==> src/rtl/octal_spi_pkg.sv <==
// Shared definitions for the octal SPI command decoder: opcodes, FSM states
// and the layout of one write beat as stored in the FIFO.
package octal_spi_pkg;

  localparam logic [7:0] OP_NOP   = 8'h00;
  localparam logic [7:0] OP_WRITE = 8'h01;
  localparam logic [7:0] OP_FILL  = 8'h02;

  // Frames always carry a 16-bit address; the decoder truncates it.
  localparam int FRAME_ADDR_W = 16;

  typedef enum logic [3:0] {
    ST_IDLE,
    ST_OP,
    ST_AH,
    ST_AL,
    ST_LEN,
    ST_WDATA,
    ST_FVAL,
    ST_FILL,
    ST_SKIP
  } state_t;

  typedef struct packed {
    logic [FRAME_ADDR_W-1:0] addr;
    logic [7:0]              data;
  } fifo_entry_t;

endpackage

==> src/rtl/sync_fifo.sv <==
// Single-clock FIFO with a registered head. A push into an empty FIFO is
// visible on head_data at the very edge that writes it. Capacity is DEPTH
// entries (DEPTH must be a power of two, >= 2). A push while full is
// accepted only if the head is popped in the same cycle; otherwise it is
// dropped and flagged on 'drop'.
module sync_fifo #(
  parameter int WIDTH = 8,
  parameter int DEPTH = 4
) (
  input  logic             clk,
  input  logic             rst,
  input  logic             push,
  input  logic [WIDTH-1:0] push_data,
  input  logic             pop,
  output logic [WIDTH-1:0] head_data,
  output logic             full,
  output logic             empty,
  output logic             drop
);

  localparam int PTR_W = $clog2(DEPTH);
  localparam logic [PTR_W:0] CNT_ONE  = (PTR_W+1)'(1);
  localparam logic [PTR_W:0] CNT_FULL = (PTR_W+1)'(DEPTH);

  logic [WIDTH-1:0] mem [DEPTH];
  logic [PTR_W-1:0] wr_ptr_reg;
  logic [PTR_W-1:0] rd_ptr_reg;
  logic [PTR_W:0]   count_reg;
  logic [WIDTH-1:0] head_reg;

  logic             do_push;
  logic             do_pop;
  logic [PTR_W-1:0] rd_ptr_inc;

  assign empty      = (count_reg == '0);
  assign full       = (count_reg == CNT_FULL);
  assign do_pop     = pop && !empty;
  assign do_push    = push && (!full || do_pop);
  assign drop       = push && !do_push;
  assign rd_ptr_inc = rd_ptr_reg + 1'b1;
  assign head_data  = head_reg;

  // Storage array; no reset so it can map onto RAM.
  always_ff @(posedge clk) begin
    if (do_push) begin
      mem[wr_ptr_reg] <= push_data;
    end
  end

  // Pointer and occupancy bookkeeping.
  always_ff @(posedge clk or posedge rst) begin
    if (rst) begin
      wr_ptr_reg <= '0;
      rd_ptr_reg <= '0;
      count_reg  <= '0;
    end else begin
      if (do_push) wr_ptr_reg <= wr_ptr_reg + 1'b1;
      if (do_pop)  rd_ptr_reg <= rd_ptr_inc;
      case ({do_push, do_pop})
        2'b10:   count_reg <= count_reg + 1'b1;
        2'b01:   count_reg <= count_reg - 1'b1;
        default: count_reg <= count_reg;
      endcase
    end
  end

  // Registered head: load the incoming word when it becomes the head,
  // otherwise advance to the next stored word on a pop; hold while stalled.
  always_ff @(posedge clk or posedge rst) begin
    if (rst) begin
      head_reg <= '0;
    end else if (do_push && (empty || (do_pop && count_reg == CNT_ONE))) begin
      head_reg <= push_data;
    end else if (do_pop && count_reg > CNT_ONE) begin
      head_reg <= mem[rd_ptr_inc];
    end
  end

endmodule

==> src/rtl/octal_spi_cmd_decoder.sv <==
// Octal SPI command decoder: parses one WRITE/FILL/NOP command per cs frame
// from a byte-wide MOSI stream and emits write beats through a small FIFO.
// Optional statistics outputs (frame_cnt, err_cnt) are built when the macro
// OCTAL_SPI_DECODER_STATS_EN is defined.
module octal_spi_cmd_decoder
  import octal_spi_pkg::*;
#(
  parameter int ADDR_W     = 16,
  parameter int FIFO_DEPTH = 4
) (
  input  logic              clk,
  input  logic              rst,
  input  logic              cs,
  input  logic [7:0]        mosi,
  output logic              wr_valid,
  input  logic              wr_ready,
  output logic [ADDR_W-1:0] wr_addr,
  output logic [7:0]        wr_data,
  output logic              busy,
  output logic              err
`ifdef OCTAL_SPI_DECODER_STATS_EN
  ,
  output logic [7:0]        frame_cnt,
  output logic [7:0]        err_cnt
`endif
);

  logic              cs_q;
  logic [7:0]        mosi_q;
  state_t            state_reg;
  logic [ADDR_W-1:0] addr_reg;
  logic [7:0]        addr_hi_reg;
  logic [7:0]        count_reg;
  logic [7:0]        value_reg;
  logic              is_fill_reg;
  logic              err_reg;

  logic              push;
  fifo_entry_t       push_entry;
  fifo_entry_t       head_entry;
  logic              pop;
  logic              fifo_full;
  logic              fifo_empty;
  logic              fifo_drop;

  logic              cs_fall_now;
  logic              in_header;
  logic              truncated;
  logic              bad_op;
  logic              fill_collide;
  logic              err_event;

  // Register the raw SPI inputs once; cs idles high.
  always_ff @(posedge clk or posedge rst) begin
    if (rst) begin
      cs_q   <= 1'b1;
      mosi_q <= '0;
    end else begin
      cs_q   <= cs;
      mosi_q <= mosi;
    end
  end

  // cs_q falls at the coming edge, so the state enters OP exactly when the
  // opcode byte lands in mosi_q.
  assign cs_fall_now  = !cs && cs_q;
  assign in_header    = (state_reg == ST_OP)  || (state_reg == ST_AH)    ||
                        (state_reg == ST_AL)  || (state_reg == ST_LEN)   ||
                        (state_reg == ST_WDATA) || (state_reg == ST_FVAL);
  assign truncated    = in_header && cs_q;
  assign bad_op       = (state_reg == ST_OP) && !cs_q &&
                        (mosi_q != OP_NOP) && (mosi_q != OP_WRITE) && (mosi_q != OP_FILL);
  assign fill_collide = (state_reg == ST_FILL) && cs_fall_now;
  assign err_event    = truncated || bad_op || fill_collide || fifo_drop;

  // Beat generation: one per accepted data byte, or one per free FIFO slot in FILL.
  always_comb begin
    push            = 1'b0;
    push_entry      = '0;
    push_entry.addr = FRAME_ADDR_W'(addr_reg);
    push_entry.data = mosi_q;
    if (state_reg == ST_WDATA && !cs_q) begin
      push = 1'b1;
    end else if (state_reg == ST_FILL && !fifo_full) begin
      push            = 1'b1;
      push_entry.data = value_reg;
    end
  end

  // Frame parser FSM with its datapath registers and the sticky error flag.
  always_ff @(posedge clk or posedge rst) begin
    if (rst) begin
      state_reg   <= ST_IDLE;
      addr_reg    <= '0;
      addr_hi_reg <= '0;
      count_reg   <= '0;
      value_reg   <= '0;
      is_fill_reg <= 1'b0;
      err_reg     <= 1'b0;
    end else begin
      if (err_event) err_reg <= 1'b1;
      case (state_reg)
        ST_IDLE: begin
          if (cs_fall_now) state_reg <= ST_OP;
        end
        ST_OP: begin
          if (cs_q) begin
            state_reg <= ST_IDLE;
          end else begin
            is_fill_reg <= (mosi_q == OP_FILL);
            if (mosi_q == OP_WRITE || mosi_q == OP_FILL) state_reg <= ST_AH;
            else                                         state_reg <= ST_SKIP;
          end
        end
        ST_AH: begin
          if (cs_q) begin
            state_reg <= ST_IDLE;
          end else begin
            addr_hi_reg <= mosi_q;
            state_reg   <= ST_AL;
          end
        end
        ST_AL: begin
          if (cs_q) begin
            state_reg <= ST_IDLE;
          end else begin
            addr_reg  <= ADDR_W'({addr_hi_reg, mosi_q});
            state_reg <= ST_LEN;
          end
        end
        ST_LEN: begin
          if (cs_q) begin
            state_reg <= ST_IDLE;
          end else begin
            count_reg <= mosi_q;
            state_reg <= is_fill_reg ? ST_FVAL : ST_WDATA;
          end
        end
        ST_WDATA: begin
          if (cs_q) begin
            state_reg <= ST_IDLE;
          end else begin
            // Address advances even for a dropped byte so later beats stay aligned.
            addr_reg <= addr_reg + 1'b1;
            if (count_reg == 8'd0) state_reg <= ST_SKIP;
            else                   count_reg <= count_reg - 1'b1;
          end
        end
        ST_FVAL: begin
          if (cs_q) begin
            state_reg <= ST_IDLE;
          end else begin
            value_reg <= mosi_q;
            state_reg <= ST_FILL;
          end
        end
        ST_FILL: begin
          if (!fifo_full) begin
            addr_reg <= addr_reg + 1'b1;
            if (count_reg == 8'd0) state_reg <= cs_q ? ST_IDLE : ST_SKIP;
            else                   count_reg <= count_reg - 1'b1;
          end
        end
        ST_SKIP: begin
          if (cs_q) state_reg <= ST_IDLE;
        end
        default: state_reg <= ST_IDLE;
      endcase
    end
  end

  assign pop = wr_valid && wr_ready;

  sync_fifo #(
    .WIDTH($bits(fifo_entry_t)),
    .DEPTH(FIFO_DEPTH)
  ) u_fifo (
    .clk      (clk),
    .rst      (rst),
    .push     (push),
    .push_data(push_entry),
    .pop      (pop),
    .head_data(head_entry),
    .full     (fifo_full),
    .empty    (fifo_empty),
    .drop     (fifo_drop)
  );

  assign wr_valid = !fifo_empty;
  assign wr_addr  = head_entry.addr[ADDR_W-1:0];
  assign wr_data  = head_entry.data;
  assign busy     = (state_reg != ST_IDLE) || !fifo_empty;
  assign err      = err_reg;

`ifdef OCTAL_SPI_DECODER_STATS_EN
  logic       frame_ok_reg;
  logic [7:0] frame_cnt_reg;
  logic [7:0] err_cnt_reg;
  logic       frame_done;

  // A frame counts when its valid command finishes and no error hit it.
  assign frame_done = frame_ok_reg && !err_event &&
                      (((state_reg == ST_SKIP) && cs_q) ||
                       ((state_reg == ST_FILL) && !fifo_full && (count_reg == 8'd0) && cs_q));

  // Saturating frame and error-event counters.
  always_ff @(posedge clk or posedge rst) begin
    if (rst) begin
      frame_ok_reg  <= 1'b0;
      frame_cnt_reg <= '0;
      err_cnt_reg   <= '0;
    end else begin
      if (state_reg == ST_OP && !cs_q && !bad_op) frame_ok_reg <= 1'b1;
      else if (err_event || frame_done)           frame_ok_reg <= 1'b0;
      if (frame_done && frame_cnt_reg != 8'hFF) frame_cnt_reg <= frame_cnt_reg + 1'b1;
      if (err_event && err_cnt_reg != 8'hFF)    err_cnt_reg   <= err_cnt_reg + 1'b1;
    end
  end

  assign frame_cnt = frame_cnt_reg;
  assign err_cnt   = err_cnt_reg;
`endif

endmodule
==> config.mk <==
export PLATFORM = sky130hd
export DESIGN_NAME = octal_spi_cmd_decoder
export DESIGN_NICKNAME = d
export VERILOG_FILES = /design/src/rtl/octal_spi_pkg.sv /design/src/rtl/sync_fifo.sv /design/src/rtl/octal_spi_cmd_decoder.sv
export SDC_FILE = /design/constraint.sdc
export NUM_CORES = 1
export LEC_CHECK = 0
export CORE_MARGIN = 5
export CORE_UTILIZATION = 40
export DETAILED_ROUTE_END_ITERATION = 16
export SETUP_SLACK_MARGIN = 0.5
export SLEW_MARGIN = 5
export SYNTH_ARGS = -nofsm -noshare
export SYNTH_HDL_FRONTEND = slang
export SYNTH_HIERARCHICAL = 1
export SYNTH_SLANG_ARGS = --single-unit
==> constraint.sdc <==
create_clock -name clk -period 2.8 [get_ports clk]
set_input_delay 0.56 -clock clk [delete_from_list [all_inputs] [get_ports clk]]
set_output_delay 0.56 -clock clk [all_outputs]
set_load 0.02 [all_outputs]
# Word level (Yosys, flattened, before mapping)
# Memories as Yosys holds them, arrays and structs flattened.
# Index checks and enable logic that the tools add are counted.
op_classes:
  n_lt_le_gt_ge: 1
  mux: 33
  eq_ne: 24
  n_bitwise: 1
  n_reduce_logical: 48
  addsub: 6
ops:
  columns: ["operator", "count"]
  rows:
  - ["$mux 16", 3]
  - ["$mux 24", 2]
  - ["$mux 8", 6]
  - ["$pmux 16 s3", 1]
  - ["$mux 4", 9]
  - ["$pmux 4 s9", 1]
  - ["$pmux 8 s3", 1]
  - ["$add 16x1->16 const B", 1]
  - ["$eq 4x3->1 const B", 4]
  - ["$logic_and 1x1->1", 16]
  - ["$logic_or 1x1->1", 12]
  - ["$ne 2x2->1 const B", 6]
  - ["$mux 3", 3]
  - ["$eq 4x2->1 const B", 2]
  - ["$eq 8x1->1 const B", 1]
  - ["$eq 8x2->1 const B", 1]
  - ["$logic_not 8->1", 1]
  - ["$ne 8x1->1 const B", 1]
  - ["$ne 8x2->1 const B", 1]
  - ["$reduce_and 4->1", 2]
  - ["$reduce_bool 8->1", 1]
  - ["$sub 8x1->8 const B", 1]
  - ["$pmux 3 s2", 1]
  - ["$reduce_and 2->1", 3]
  - ["22 further kinds", 33]
word_totals:
  ram_bits: 96
  elab_cells: 127
  output_inout_bits: 27
  register_bits: 86
  n_memories: 1
memory_table:
  columns: ["name", "depth", "word_bits", "read_ports", "rd_clocked_by_memory_dff", "wr", "line_no", "source"]
  rows:
  - ["u_fifo.mem", 4, 24, 1, 0, 1, "sync_fifo.sv:25", "logic [WIDTH-1:0] mem [DEPTH];"]

# Longest topological paths before layout
depth:
  ltp_word: 10
  mapped_depth: 11
  depth_no_buf: 11

# Cells and area by module
# Netlist, hierarchy kept.
by_module_without_submodules:
  columns: ["mod", "seq_area_each_um2", "n_inst", "area_per_inst_um2", "cells_each"]
  rows:
  - ["sync_fifo", 3658.5, 1, 5241.3, 312]
  - ["octal_spi_cmd_decoder", 1377.6, 1, 3012.9, 294]

# Worst setup path before layout
# OpenSTA, ideal clock, no wires.
synth_path:
  path_type: "flip-flop to flip-flop"
  from: "reg u_fifo.count_reg[0]"
  to: "mem u_fifo/mem[0][0] in the netlist's numbering (enable)"
  arrival_time_ns: 2.183
  synth_period_minus_slack_ns: 2.566
  path_buffers: 1
  stages_incl_launch_ff: 8
  t_required_ns: 2.417
  setup_ns: 0.383
  setup_slack_ns: 0.234
  cell_sequence: "dfrtp_1 > inv_1 > ha_1 > nor2b_1 > nor2b_1 > clkbuf_1 > o21a_1 > and2_1"
synth_between:
  elab_chain_len: 8
  word_cells_on_any_way: 13
  classes_between: "eq/ne (1); mux (4); reduce/logical (8)"
synth_lines:
  columns: ["element", "line_no", "source"]
  rows:
  - ["start, declared", "sync_fifo.sv:28", "logic [PTR_W:0] count_reg;"]
  - ["start signal, assigned", "sync_fifo.sv:60", "2'b10: count_reg <= count_reg + 1'b1;"]
  - ["start signal, assigned", "sync_fifo.sv:61", "2'b01: count_reg <= count_reg - 1'b1;"]
  - ["start signal, assigned", "sync_fifo.sv:62", "default: count_reg <= count_reg;"]
  - ["$logic_not 3->1", "sync_fifo.sv:35", "assign empty = (count_reg == '0);"]
  - ["net fifo_empty", "octal_spi_cmd_decoder.sv:43", "logic fifo_empty;"]
  - ["$logic_not 1->1", "octal_spi_cmd_decoder.sv:189", "assign wr_valid = !fifo_empty;"]
  - ["$logic_and 1x1->1", "octal_spi_cmd_decoder.sv:172", "assign pop = wr_valid && wr_ready;"]
  - ["net pop", "octal_spi_cmd_decoder.sv:41", "logic pop;"]
  - ["$logic_and 1x1->1", "sync_fifo.sv:37", "assign do_pop = pop && !empty;"]
  - ["$logic_or 1x1->1", "sync_fifo.sv:38", "assign do_push = push && (!full || do_pop);"]
  - ["$logic_and 1x1->1", "sync_fifo.sv:38", null]
  - ["$mux 1", "sync_fifo.sv:45", "if (do_push) begin"]
  - ["$mux 1 (not written as such)", "sync_fifo.sv:46", "mem[wr_ptr_reg] <= push_data;"]
  - ["end, declared", "sync_fifo.sv:25", null]
# The timed path passes the listed nets, and every way through them passes these cells.

# Worst setup path in the final report
layout_path:
  from: "reg u_fifo.count_reg[1]"
  to: "out busy"
layout_between:
  elab_chain_len: 3
layout_lines:
  columns: ["element", "line_no", "source"]
  rows:
  - ["$logic_not 3->1", "sync_fifo.sv:35", null]
  - ["net fifo_empty", "octal_spi_cmd_decoder.sv:43", null]
  - ["$logic_not 1->1", "octal_spi_cmd_decoder.sv:192", "assign busy = (state_reg != ST_IDLE) || !fifo_empty;"]
  - ["$logic_or 1x1->1", "octal_spi_cmd_decoder.sv:192", null]
  - ["end, declared", "octal_spi_cmd_decoder.sv:19", "output logic busy,"]
# The timed path passes the listed nets, and every way through them passes these cells.

==> metrics <==
Final Hold Fails 0; Netlist cell types 64; number of flip-flops in the largest register 96; Mean Syn Cell Area 13.62 µm²; overall power 0.009838 W; Final setup viols 0; number of core rows 52; worst r2r src u_fifo/count_reg[1]; Layout area overhead 17.40%; Final ANT Viol Nets 0; Die X 153.7 µm; CP Capture Type primary output; area share of the largest cell type after synthesis 34.92%; Worst-Margin Slew 753.6 ps; CTS sink count 182; Fillers 1781; post-DP HPWL 11120 µm; CP max stage delay 400 ps; Final nets 682; Peak VDD IR 0.5073 mV; core region area 0.02030 mm²; cell accounting for the most synthesized area edfxtp_1; Max-slew headroom 49.23%; Multi-input gate area 0.002967 mm²; Critical R2R Capture u_fifo/head_data[1]; Hold Path Class primary input to async pin; FF+latch area 0.005037 mm²; Longest Clk Path Bufs 2; Primary FF master, synth edfxtp_1; Yosys reg bits 182; root buf cell clkbuf_16; CP Cell Sequence inv_2 > ha_4 > nor2b_4 > inv_1 > or3_4 > buf_6; Post-synth ARST share 47.25%; Initial Utilization 40.66%; WL final 17680 µm; pins over their slew limit 0; die area 0.02361 mm²; GRT Total Usage 15.66%; critical-path maximum fanout 3; Die Ht 153.7 µm; Post-Syn Area 0.008254 mm²; Clock Latency Late Sink 430 ps; Post-synth EDFFs 96; final period utilization 82.06%; DRC errors left 0; post-synthesis cell count 606; Worst Clk Skew 10.81 ps; Worst EP arrival 1740 ps; GP Congestion 0.8515; Crit Path Category flop to primary output; Via Count 5039; Worst-path clk slew 70 ps; Leak 3.649 nW; reg2reg setup slack 610 ps; CP required 2240 ps; vias in the first global route 5167; pin count of the biggest net entering global routing 46; most frequent cell after synthesis edfxtp_1; DR pass1 iterations 4; CTS Buf Count 17; first-pass GRT wire length 28820 µm; synth warn 6; Overflow after GRT 0; Antenna Cells 0; post-synthesis sequential area ratio 61.01%; io pins 39; H-Tree Depth 4; Final min period 2298 ps; Post-CTS Hold Buffers 0; power per cell area 1015 mW/mm²; Syn Nets 630; list of most frequent post-synthesis cells 96 x edfxtp_1, 85 x dfrtp_1, 80 x nand2_1; Buf/Inv on CP 3; f_max 435.2 MHz; setup TNS 0 ps; initial antenna violation count 0; max_cap viols 0; status finished, final reports clean; critical path's slowest cell dfrtp_1; wire per inst 18.81 µm; RSZ-0062 raised after global routing yes; share of layout cells above drive strength 1 25.82%; synth top area cells edfxtp_1 35%, dfrtp_1 26%, mux4_2 6.5%, nand2_1 3.6%, mux2_2 3.4%; startpoint types flop; Worst path top cell family by delay simple AND/OR/NAND/NOR gates; Starting DRT DRC Count 332; PortBufs 38; CTS tree built; R2R cell count 10; via/cell ratio 5.361
-- power by group --
group          internal [W]  switching (W)  total [W]
Sequential          0.00346       0.000526    0.00398
Clock               0.00134        0.00108    0.00242
Combinational       0.00161        0.00183    0.00343
-- cell usage in the layout, fill, tap and decap left out, drive strengths merged, types with 6 or more instances in the layout --
cell type	n
a21oi	35
and2	9
and3	6
buf	31
clkbuf	17
clkdlybuf4s50	36
dfrtp	85
edfxtp	96
ha	12
inv	26
mux2	26
mux4	24
nand2	81
nand3	35
nor2	19
o211ai	25
o21ai	16
o22ai	12
or3	7
-- per-layer routing --
metal  part of all wire (%)  GRT usage, %
met4                    1.6         4.710
met2                     49         25.32
met3                    5.5         3.879
met1                     44         21.03
met5                      0             0
-- how the worst max path moves through the flow --
stage	endpoint	cells past startpoint	slack (ps)	startpoint
floorplan	u_fifo/mem[0][0]	7	490	u_fifo/count_reg[0]
global placement	busy	6	260	u_fifo/count_reg[0]
detailed placement	busy	6	240	u_fifo/count_reg[0]
CTS	busy	6	340	u_fifo/count_reg[0]
global route	busy	6	420	u_fifo/count_reg[1]
finish	busy	6	500	u_fifo/count_reg[1]
-- stage by stage --
| stage | cell area [µm²] | hold slack [ps] | util, % | std cells | worst slack [ps] |
|---|---|---|---|---|---|
| after floorplan | 8259 | 465.9 | - | 606 | 485.5 |
| after global placement | 8981 | 482.5 | 44.24 | 901 | 262.1 |
| after detailed placement | 8981 | 489.7 | 44.24 | 901 | 242.0 |
| after CTS | 9599 | 446.6 | 47.29 | 934 | 340.2 |
| after global routing | 9691 | 475.4 | 47.74 | 940 | 423.1 |
| final | 9691 | 454.8 | 47.74 | 940 | 502.2 |
-- logic make-up after synthesis --
family	synth area share [%]
AO/OA/AOI/OAI	11.35
XOR/XNOR	0.7428
adder cells (fa/ha/maj)	1.819
buffers and inverters	3.653
flip-flops	61.01
multiplexers	10.34
AND/OR/NAND/NOR	11.08
-- layout make-up --
class,instances,share of cell area [%]
sequential,182,51.98
clock inverter,14,1.730
multi-input combinational,369,30.61
clock buffer,17,4.390
inverter,20,0.7747
timing repair buffer,68,7.024
tap,270,3.486
-- timing repair --
| action | in CTS | in global routing |
|---|---|---|
| endpoints found under the setup margin | 101 | 3 |
| pin swaps | 0 | 2 |
| hold endpoints to repair | 0 | 0 |
| gates resized for setup | 11 | 9 |
| buffers inserted | 2 | 6 |
Note: power is estimated with default switching activity, not from simulation.
